**src/rtl/stall_wdog.sv**
```systemverilog
// ============================================================================
//  Module  : stall_wdog
//  Clearable idle-cycle counter; flags the TIMEOUT_CYC-th consecutive enabled cycle.
//  Revision: 1.0 - initial release
// ============================================================================
`default_nettype none

module stall_wdog #(
  parameter int TIMEOUT_CYC = 64
) (
  input  logic clk,
  input  logic rst_n,
  input  logic i_en,
  input  logic i_clr,
  output logic o_expired
);

  localparam int CW = $clog2(TIMEOUT_CYC + 1);

  logic [CW-1:0] cnt_q;

  // Look-ahead so the owner can leave on the very edge that completes the count.
  assign o_expired = i_en && (cnt_q == CW'(TIMEOUT_CYC - 1));

  always_ff @(posedge clk or negedge rst_n) begin
    if (!rst_n) begin
      cnt_q <= '0;
    end else if (i_clr) begin
      cnt_q <= '0;
    end else if (i_en && (cnt_q != CW'(TIMEOUT_CYC))) begin
      cnt_q <= cnt_q + 1'b1;
    end
  end

endmodule

`default_nettype wire

```
**config.mk**
```make
export PLATFORM = sky130hd
export DESIGN_NAME = stall_wdog
export DESIGN_NICKNAME = d
export VERILOG_FILES = /design/src/rtl/stall_wdog.sv
export SDC_FILE = /design/constraint.sdc
export NUM_CORES = 1
export LEC_CHECK = 0
export ABC_AREA = 1
export CAP_MARGIN = 20
export CORE_AREA = 3 3 40 42
export DETAILED_ROUTE_END_ITERATION = 8
export DIE_AREA = 0 0 43 45
export GPL_TIMING_DRIVEN = 0
export PLACE_DENSITY = 0.51
export SYNTH_ARGS = -nofsm -noshare
export SYNTH_HDL_FRONTEND = slang
export SYNTH_SLANG_ARGS = --single-unit
```
**constraint.sdc**
```tcl
create_clock -name clk -period 1.23 [get_ports clk]
set_input_delay 0.246 -clock clk [delete_from_list [all_inputs] [get_ports clk]]
set_output_delay 0.246 -clock clk [all_outputs]
set_load 0.01 [all_outputs]
```
==> impl_metrics.json, run 1 <==
{
  "die_h_um": 45,
  "syn_nets": 66,
  "r2r_end": "cnt_q[3]",
  "avgSynthCellArea_um2": 7.09,
  "clk_path_buf_depth": 2,
  "ant_nets": 0,
  "die-area_um2": 1940,
  "final_core_util_pct": 44.4,
  "overflow": 0,
  "outcome": "finished, violations left",
  "cts.root.buffer_cell": "clkbuf_4",
  "p_per_area_nw_per_um2": 914,
  "critPathKind": "reg -> out",
  "h-tree-depth": 1,
  "finClkSkew_ns": 0.00237,
  "initial_core_util_pct": 33.1,
  "io_pins": 5,
  "synthFlopType": "dfrtp_1",
  "drc": 0,
  "portBuffers": 4,
  "numCtsBuffers": 3,
  "worstPathArrival_ns": 1.24,
  "synth_warnings": 0,
  "yosys-top-cells-area": "dfrtp_1 41%, nand2_1 14%, nand3_1 7.1%",
  "fin_crit_ns": 1.49,
  "wire_per_inst_um": 11.3,
  "synth_seq_cells": 7,
  "pre_cts_ws_ns": -0.565,
  "cp-start-kind": "flop",
  "max_freq_ghz": 0.672,
  "dp_hpwl_um": 661,
  "regArea_um2": 175,
  "regToRegSetupSlack_ns": -0.10,
  "nets": 80,
  "antenna_found_initial": 0,
  "min_path_type": "in -> async",
  "violations": "setup timing",
  "synth_edf_count": 0,
  "netlist-cell-type-count": 15,
  "maxSlewViolCount": 0,
  "clkSinkCount": 7,
  "report.final.hold_viol_count": 0,
  "vias": 416,
  "total_power_uw": 522,
  "worstPathRequired_ns": 0.98,
  "place_congestion": 0.729,
  "layout_worst_path_cycle_share_pct": 121,
  "netlist_area_um2": 425,
  "grt_pass1_wl_mm": 1.81,
  "largest_reg_flops": 7,
  "maxCapViolCount": 0,
  "reg2regPathDepth": 11,
  "leakagePower_nw": 0.281,
  "die_w_um": 43,
  "top_register": "cnt_q",
  "placed_cell_area_um2": 484,
  "setup_viol": 7,
  "multi_input_area_um2": 229,
  "wirelength_um": 990,
  "yosysMostFrequentCell": "nand2_1",
  "r2r_start": "cnt_q[0]",
  "yosysTopAreaCell": "dfrtp_1",
  "drtPass1Iterations": 4,
  "clock_latency_ns": 0.26,
  "grt_max_degree": 8,
  "via_per_inst": 4.73,
  "cp_max_fo": 2,
  "synth_top_area_share_pct": 41.2,
  "grt_pass1_vias": 454,
  "crit_path_end_kind": "output port",
  "top_regs": "cnt_q x7",
  "core_um2": 1280,
  "grt_use_total_pct": 12.8,
  "ir_drop_mv": 0.491,
  "yosysSeqAreaShare_pct": 41.2,
  "drive_above_1_share_pct": 31.5,
  "n_fill_cell": 137,
  "cts_tree": "done",
  "syn2layout_area_growth_pct": 34.1,
  "clk_pin_slew_ns": 0.05,
  "finalInstanceArea_um2": 571,
  "tightest_slew_ns": 0.331,
  "grt_setup_unrepaired": "yes",
  "n_antenna_cell": 0,
  "postCtsHoldBufs": 0,
  "relSlewSlack_pct": 77.9,
  "setup_slack_ns": -0.258,
  "async_reset_ff_share_pct": 100,
  "rows": 13,
  "syn_inst": 60,
  "drtIter0Drc": 4,
  "netlist_top_cells_count": "16 x nand2_1, 8 x inv_1, 8 x nor2_1"
}
[final cells by class]
cell class / count / area share (%)
Clock buffer: 4 / 4.61
Multi-Input combinational cell: 42 / 40.1
Tap cell: 15 / 3.29
Timing Repair Buffer: 9 / 12.7
Inverter: 11 / 8.55
Sequential cell: 7 / 30.7
[cell families (layout without fill, tap and decap cells)]
group	count (synthesis)	count (layout)	synth area share, %
simple gates	34	34	34.1
buf+inv	11	24	10.9
flops	7	7	41.2
compound gates	5	5	5.88
fa+ha+maj	2	2	5.88
xor+xnor	1	1	2.06
[placed cells by master, fill, tap and decap left out, drive strengths merged]
cell / instances
nand2: 18
a21oi: 2
xor2: 1
clkdlybuf4s50: 3
inv: 10
nor2: 9
clkinv: 1
nand3: 6
buf: 6
clkbuf: 4
ha: 2
nand4: 1
dfrtp: 7
o21ai: 3
[worst max-delay path, cell delays in order (launching register included)]
cell and delay, ns:
dfrtp_1 0.36, ha_2 0.19, nand2_2 0.05, inv_2 0.07
nand3_2 0.08, nor2_1 0.09, buf_2 0.13
[metal layers]
layer / global-route usage [%] / part of all wire [%] / up-vias
li1: - / - / 215
met1: 14.3 / 43 / 188
met2: 21.9 / 48 / 11
met3: 5.98 / 7.9 / 2
met4: 3.61 / 0.91 / 0
met5: 0 / 0 / -
[repair_timing]
action / in CTS / in global routing
setup endpoints to repair: 6 / 8
endpoints found under the hold margin: 0 / 0
pin swaps: 2 / 3
buffers inserted: 3 / 2
gates resized for setup: 12 / 4
[power by group]
group	internal, mW	switching [mW]
Sequential	0.237	0.00460
Combinational	0.0282	0.0382
Clock	0.124	0.0900
[how the worst max path moves through the flow]
stage / from / to / slack, ns / depth (start not counted)
after global routing: cnt_q[1] / o_expired / -0.34 / 6
after floorplan: cnt_q[0] / o_expired / 0.05 / 5
after detailed placement: i_en / o_expired / -0.56 / 4
final: cnt_q[1] / o_expired / -0.26 / 6
after CTS: cnt_q[1] / o_expired / -0.26 / 6
after global placement: i_en / o_expired / -0.56 / 4
[metrics by stage]
stage	cells	setup TNS, ns	hold slack [ns]
2_1_floorplan	60	0	-0.0496
3_3_place_gp	79	-0.746	0.483
3_5_place_dp	79	-0.821	0.481
4_1_cts	86	-0.767	0.267
5_1_grt	88	-1.68	0.266
6_report	88	-0.777	0.250
Note: power is estimated with default switching activity, not from simulation.
==> run 2, diff against run 1 <==
- SLEW_MARGIN: not set -> 20
==> results of run 2 <==
Final layout, timing and power as in run 1 (identical DEF).
